[src/rtl/conv_tile_engine_if.sv]
// conv_tile_engine_if: start/busy/done handshake plus input, kernel and result matrices.
//   master drives start, inpMatrixI and kernel, and observes busy, done and convOut.
//   slave is the engine side of the same signals.
interface conv_tile_engine_if #(
    parameter int SIZE      = 6,
    parameter int SIZEKER   = 3,
    parameter int WIDTH_BIT = 8
);
    localparam int OUT = SIZE - SIZEKER + 1;
    logic                        start;
    logic                        busy;
    logic                        done;
    logic signed [WIDTH_BIT-1:0] inpMatrixI [SIZE][SIZE];
    logic signed [WIDTH_BIT-1:0] kernel     [SIZEKER][SIZEKER];
    logic signed [WIDTH_BIT-1:0] convOut    [OUT][OUT];
    modport master (output start, inpMatrixI, kernel, input busy, done, convOut);
    modport slave  (input start, inpMatrixI, kernel, output busy, done, convOut);
endinterface

[src/rtl/conv_tile_engine.sv]
// conv_tile_engine: tiled 2-D valid convolution, TILES*TILES MAC lanes, one kernel tap per cycle.
//   clock  : rising-edge clock
//   nreset : synchronous active-low reset; aborts a run and clears convOut
//   bus    : slave side of conv_tile_engine_if (start/busy/done, inpMatrixI, kernel, convOut)
module conv_tile_engine #(
    parameter int SIZE      = 6,
    parameter int SIZEKER   = 3,
    parameter int WIDTH_BIT = 8,
    parameter int TILES     = 2,
    parameter int SHIFT     = 0,
    parameter int RELU_EN   = 1
) (
    input logic              clock,
    input logic              nreset,
    conv_tile_engine_if.slave bus
);
    localparam int OUT = SIZE - SIZEKER + 1;
    localparam int TS  = OUT / TILES;
    localparam int AW  = 2 * WIDTH_BIT + $clog2(SIZEKER * SIZEKER) + 1;
    localparam int KW  = SIZEKER > 1 ? $clog2(SIZEKER) : 1;
    localparam int TW  = TS > 1 ? $clog2(TS) : 1;
    localparam int RW  = SIZE > 1 ? $clog2(SIZE) : 1;
    localparam logic signed [AW-1:0] SMAX = {{(AW-WIDTH_BIT+1){1'b0}}, {(WIDTH_BIT-1){1'b1}}};
    localparam logic signed [AW-1:0] SMIN = {{(AW-WIDTH_BIT+1){1'b1}}, {(WIDTH_BIT-1){1'b0}}};

    if (TS * TILES != OUT) begin : g_bad_tiles
        $fatal(1, "OUT must be a multiple of TILES");
    end

    typedef enum logic [2:0] {IDLE, LOAD, MAC, WRITE, DONE} state_t;

    state_t                      state;
    logic                        busy_q, done_q;
    logic [TW-1:0]               i, j;
    logic [KW-1:0]               k, l;
    logic signed [WIDTH_BIT-1:0] ker   [SIZEKER][SIZEKER];
    logic signed [WIDTH_BIT-1:0] res   [TILES][TILES];
    logic signed [WIDTH_BIT-1:0] out_q [OUT][OUT];

    assign bus.busy    = busy_q;
    assign bus.done    = done_q;
    assign bus.convOut = out_q;

    always_ff @(posedge clock) begin
        if (!nreset) begin
            state  <= IDLE;
            busy_q <= 1'b0;
            done_q <= 1'b0;
            i      <= '0;
            j      <= '0;
            k      <= '0;
            l      <= '0;
            ker    <= '{default: '0};
        end else begin
            case (state)
                IDLE: if (bus.start) begin
                    state  <= LOAD;
                    busy_q <= 1'b1;
                    ker    <= bus.kernel;
                    i      <= '0;
                    j      <= '0;
                end
                LOAD: begin
                    k     <= '0;
                    l     <= '0;
                    state <= MAC;
                end
                MAC: begin
                    l <= l == KW'(SIZEKER-1) ? '0 : l + 1'b1;
                    k <= l == KW'(SIZEKER-1) ? (k == KW'(SIZEKER-1) ? '0 : k + 1'b1) : k;
                    if (k == KW'(SIZEKER-1) && l == KW'(SIZEKER-1)) state <= WRITE;
                end
                WRITE: begin
                    j <= j == TW'(TS-1) ? '0 : j + 1'b1;
                    if (j == TW'(TS-1)) i <= i == TW'(TS-1) ? '0 : i + 1'b1;
                    if (j == TW'(TS-1) && i == TW'(TS-1)) begin
                        state  <= DONE;
                        busy_q <= 1'b0;
                        done_q <= 1'b1;
                    end else begin
                        state <= LOAD;
                    end
                end
                DONE: begin
                    done_q <= 1'b0;
                    state  <= IDLE;
                end
                default: state <= IDLE;
            endcase
        end
    end

    // One lane per tile: all lanes share the position (i,j) and tap (k,l),
    // each offset by its own tile origin.
    for (genvar a = 0; a < TILES; a++) begin : g_row
        for (genvar b = 0; b < TILES; b++) begin : g_col
            logic [RW-1:0]        rr, cc;
            logic signed [AW-1:0] acc, prod, sh, v;
            always_comb begin
                rr   = RW'(k) + RW'(i) + RW'(a * TS);
                cc   = RW'(l) + RW'(j) + RW'(b * TS);
                prod = AW'(bus.inpMatrixI[rr][cc]) * AW'(ker[k][l]);
                sh   = acc >>> SHIFT;
                v    = (RELU_EN != 0 && sh[AW-1]) ? '0 : sh;
            end
            assign res[a][b] = v > SMAX ? SMAX[WIDTH_BIT-1:0] : v < SMIN ? SMIN[WIDTH_BIT-1:0] : v[WIDTH_BIT-1:0];
            always_ff @(posedge clock) begin
                if (!nreset || state == LOAD) acc <= '0;
                else if (state == MAC) acc <= acc + prod;
            end
        end
    end

    // Each result element is owned by exactly one lane and one (i,j) position.
    for (genvar r = 0; r < OUT; r++) begin : g_out_r
        for (genvar c = 0; c < OUT; c++) begin : g_out_c
            always_ff @(posedge clock) begin
                if (!nreset) out_q[r][c] <= '0;
                else if (state == WRITE && i == TW'(r % TS) && j == TW'(c % TS)) out_q[r][c] <= res[r/TS][c/TS];
            end
        end
    end
endmodule

[src/flat_wrapper.sv]
// flat-port wrapper written by rule: the top's interface ports become plain ports
module conv_tile_engine_flat 
#(
    parameter int SIZE      = 6,
    parameter int SIZEKER   = 3,
    parameter int WIDTH_BIT = 8,
    parameter int TILES     = 2,
    parameter int SHIFT     = 0,
    parameter int RELU_EN   = 1
)
  (clock, nreset, bus_start, bus_inpMatrixI, bus_kernel, bus_busy, bus_done, bus_convOut);
  conv_tile_engine_if #(.SIZE(SIZE), .SIZEKER(SIZEKER), .WIDTH_BIT(WIDTH_BIT)) bus_i ();
  input logic clock;
  input logic nreset;
  input wire logic [$bits(bus_i.start)-1:0] bus_start;
  input wire logic [$bits(bus_i.inpMatrixI)-1:0] bus_inpMatrixI;
  input wire logic [$bits(bus_i.kernel)-1:0] bus_kernel;
  output wire logic [$bits(bus_i.busy)-1:0] bus_busy;
  output wire logic [$bits(bus_i.done)-1:0] bus_done;
  output wire logic [$bits(bus_i.convOut)-1:0] bus_convOut;
  assign bus_i.start = bus_start;
  assign bus_i.inpMatrixI = {>>{bus_inpMatrixI}};
  assign bus_i.kernel = {>>{bus_kernel}};
  assign bus_busy = bus_i.busy;
  assign bus_done = bus_i.done;
  assign bus_convOut = {>>{bus_i.convOut}};
  conv_tile_engine #(.SIZE(SIZE), .SIZEKER(SIZEKER), .WIDTH_BIT(WIDTH_BIT), .TILES(TILES), .SHIFT(SHIFT), .RELU_EN(RELU_EN)) u_core (.clock(clock), .nreset(nreset), .bus(bus_i));
endmodule
[config.mk]
export PLATFORM = sky130hd
export DESIGN_NAME = conv_tile_engine_flat
export DESIGN_NICKNAME = d
export VERILOG_FILES = /design/src/rtl/conv_tile_engine_if.sv /design/src/rtl/conv_tile_engine.sv /design/src/flat_wrapper.sv
export SDC_FILE = /design/constraint.sdc
export NUM_CORES = 2
export LEC_CHECK = 0
export CAP_MARGIN = 20
export CORE_UTILIZATION = 40
export CTS_CLUSTER_DIAMETER = 200
export CTS_CLUSTER_SIZE = 20
export DETAILED_ROUTE_END_ITERATION = 16
export SYNTH_ARGS = -nofsm -noshare
export SYNTH_HDL_FRONTEND = slang
export SYNTH_SLANG_ARGS = --single-unit
[constraint.sdc]
create_clock -name clock -period 12.8 [get_ports clock]
set_input_delay 1.92 -clock clock [delete_from_list [all_inputs] [get_ports clock]]
set_output_delay 1.92 -clock clock [all_outputs]
set_load 0.01 [all_outputs]
==> flow_metrics.env <==
export IMPL_outcome="finished, final reports clean"
export IMPL_hold_class="flip-flop to flip-flop"
export IMPL_hold_end="u_core.bus.convOut[120]"
export IMPL_syn_area_sq_mm=0.0301
export IMPL_seq_power_share_pct=23.6
export IMPL_ant_nets=0
export IMPL_grt_ovfl_total=0
export IMPL_r2r_slack_ps=3070
export IMPL_synth_most_common_cell="nand2_1"
export IMPL_clockRootBuffer="clkbuf_16"
export IMPL_drcViolationCount=0
export IMPL_rsz0062_at_grt="false"
export IMPL_clockBufferDepth=3
export IMPL_synthTopCellsByCount="nand2_1 (547), inv_1 (373), nor2_1 (321)"
export IMPL_synth_top_area_share_pct=19.6
export IMPL_fin_crit_sh_pct=76.0
export IMPL_port_buffer_count=492
export IMPL_drt_initial_drc_count=1659
export IMPL_hold_path_startpoint="u_core.bus.convOut[120]"
export IMPL_grt_pass1_vias=25900
export IMPL_cts_sinks=295
export IMPL_yosysSeqAreaShare_pct=19.6
export IMPL_hold_violations=0
export IMPL_r2r_worst_path_cells=29
export IMPL_skew_ps=62.4
export IMPL_drv_cap=0
export IMPL_synth_edf_count=0
export IMPL_max_vdd_ir_drop_uv=112
export IMPL_cts_resized=0
export IMPL_max_freq_mhz=103
export IMPL_postSynth_asyncResetShare_pct=0
export IMPL_dp_hpwl_mm=73.9
export IMPL_crit_slowest_cell="ha_4"
export IMPL_area_delta_synth_final_pct=20.7
export IMPL_ctsHoldBuffers=0
export IMPL_post_cts_buffers=0
export IMPL_dieHeight_microns=277
export IMPL_synth_distinct_cells=77
export IMPL_syn_num_nets=4301
export IMPL_antenna_found_initial=11
export IMPL_internal_power_w=0.00229
export IMPL_switching_share_pct=46.8
export IMPL_htreeDepth=1
export IMPL_synthTopCellsByArea="dfxtp_1 (20%), fa_1 (15%), mux4_2 (9.0%)"
export IMPL_drive_gt1_share_pct=7.81
export IMPL_routabilityCongestion=0.860
export IMPL_leakagePower_nw=14.7
export IMPL_grt_pass1_wl_mm=152
export IMPL_synth_area_leader_cell="dfxtp_1"
export IMPL_netlist_instances=3502
export IMPL_wire_per_inst_microns=19.7
export IMPL_cts_tree="done"
export IMPL_required_ps=13290
export IMPL_whs_path_depth=2
export IMPL_fp_dieW_microns=277
export IMPL_cp_slowest_stage_delay_ps=860
export IMPL_holdWs_ps=466
export IMPL_fin_crit_ps=9730
export IMPL_numCtsBuffers=18
export IMPL_r2r_start="u_core.i"
export IMPL_dieArea_sq_mm=0.0765
export IMPL_avgSynthCellArea_sq_um=8.61
export IMPL_insertion_delay_ps=570
export IMPL_grt_max_degree=116
export IMPL_start_util_pct=40.5
export IMPL_io_pins=493
export IMPL_report_final_slew_viol_count=0
export IMPL_max_slew_margin_pct=31.8
export IMPL_fin_nets=4663
export IMPL_power_net_switching_w=0.00201
export IMPL_powerDensity_mw_per_mm2=118
export IMPL_crit_arrival_ps=10220
export IMPL_tns_ps=0
export IMPL_ys_warn_count=0
export IMPL_wirelength_mm=95.3
export IMPL_clkTransAtPathRegs_ps=100
export IMPL_worst_slew_pin_transition_ps=1020
export IMPL_viasPerCell=5.36
export IMPL_coreArea_sq_mm=0.0744
export IMPL_rr_endpoint="u_core.g_row[1].g_col[1].acc[20]"
export IMPL_grtUsageTotal_pct=24.9
export IMPL_crit_type="flip-flop to flip-flop"
export IMPL_crit_fanout=76
export IMPL_end_kind="flip-flop"
export IMPL_placement_rows=100
export IMPL_pwr_share_comb_pct=62.5
export IMPL_yosys_register_bits=295
export IMPL_setup_viol=0
export IMPL_p_clk_share_pct=13.9
export IMPL_nFillCells=7186
export IMPL_vias=25900
export IMPL_cp_start_kind="flip-flop"
export IMPL_ys_flop_type="dfxtp_1"
export IMPL_drt_first_pass_iters=6
registers in the layout, summed over array words and instances, names as in the netlist:
| signal | count |
|---|---|
| u_core.bus.busy | 1 |
| u_core.bus.convOut | 128 |
| u_core.bus.done | 1 |
| u_core.g_row.g_col.acc | 84 |
| u_core.i | 1 |
| u_core.j | 1 |
| u_core.k | 2 |
| u_core.ker | 72 |
| u_core.l | 2 |
| u_core.state | 3 |
critical path, delay by kind of cell, from the launching register on:
| kind | cells | cell delay, ps |
|---|---|---|
| and+or+nand+nor | 4 | 730 |
| buffers and inverters | 5 | 770 |
| DFF | 1 | 440 |
| AOI/OAI and AO/OA | 10 | 2880 |
| adders and majority gates | 7 | 3750 |
| muxes | 3 | 910 |
cell type report:
class	count	area (sq um)	area share, %
diodes	7	17.5	0.0481
inverters	376	1410	3.88
flip-flops and latches	295	5910	16.2
clock buffers	19	464	1.28
clock inverters	2	21.3	0.0584
well taps	969	1210	3.33
repair buffers	528	5200	14.3
multi-input cells	2645	22200	60.9
power by group through the flow:
stage	Combinational, W	Sequential (W)	Clock [W]
2_1_floorplan	0.00190	0.00102	0
3_3_place_gp	0.00267	0.00104	0
3_5_place_dp	0.00267	0.00104	0
4_1_cts	0.00270	0.00101	0.000623
5_1_grt	0.00303	0.00102	0.000651
6_report	0.00269	0.00102	0.000599
through the flow:
stage          utilization (%)  instances  setup slack [ps]  cell area [sq um]  power (W)
4_1_cts                   48.9       4834              3040              36400    0.00434
3_5_place_dp              48.2       4813              2630              35900    0.00371
6_report                  48.9       4841              3070              36400    0.00430
5_1_grt                   48.9       4841              2320              36400    0.00471
2_1_floorplan                -       3502              3990              30100    0.00292
3_3_place_gp              48.2       4813              2730              35900    0.00371
how the worst max path moves through the flow:
stage,startpoint,to,cells past startpoint
3_5_place_dp,bus_inpMatrixI[79],u_core.g_row[1].g_col[1].acc[20],28
6_report,u_core.i,u_core.g_row[1].g_col[1].acc[20],29
4_1_cts,u_core.i,u_core.g_row[1].g_col[1].acc[20],29
5_1_grt,u_core.i,u_core.g_row[0].g_col[0].acc[20],31
3_3_place_gp,bus_inpMatrixI[79],u_core.g_row[1].g_col[1].acc[20],28
2_1_floorplan,bus_inpMatrixI[231],u_core.g_row[1].g_col[1].acc[20],28
kinds of logic (layout without fill, tap and decap cells):
group / after synthesis / count (layout) / synth area share (%)
and+or+nand+nor: 1151 / 1151 / 16.5
AOI/OAI and AO/OA: 714 / 714 / 16.6
buffers and inverters: 562 / 925 / 7.41
xor gates and xnor gates: 112 / 112 / 3.25
other: 0 / 7 / 0
DFF: 295 / 295 / 19.6
adders and majority gates: 436 / 436 / 23.8
muxes: 232 / 232 / 12.9
layer usage:
layer  GRT usage, %  vias to the layer above  share of wire [%]
met1           33.1                    12500                 44
met4           7.35                        8                3.0
met2           41.2                      763                 47
met3           4.19                      102                6.2
met5              0                        -              0.062
li1               -                    12600                  -
placed cells by master, fill, tap and decap left out, drive strengths merged, types with 19 or more instances in the layout:
cell type      netlist  routed
mux2                41      41
buf                 41      37
nor3                33      33
o21bai              24      24
dfxtp              295     295
o21a                24      24
inv                375     375
nand3               28      28
nand4               22      22
mux2i               71      71
and3                27      27
a22o                21      21
a211oi              32      32
fa                 228     228
a21boi             189     189
ha                 208     208
a21oi              152     152
nor2b               41      41
nand2b              20      20
clkdlybuf4s50        0     491
xnor2               90      90
o21ai              100     100
clkbuf             145      19
nand2              547     547
xor2                22      22
mux4               120     120
or2                 56      56
a21o                52      52
nor2               321     321
No activity file was read; power rests on OpenSTA's default activity.
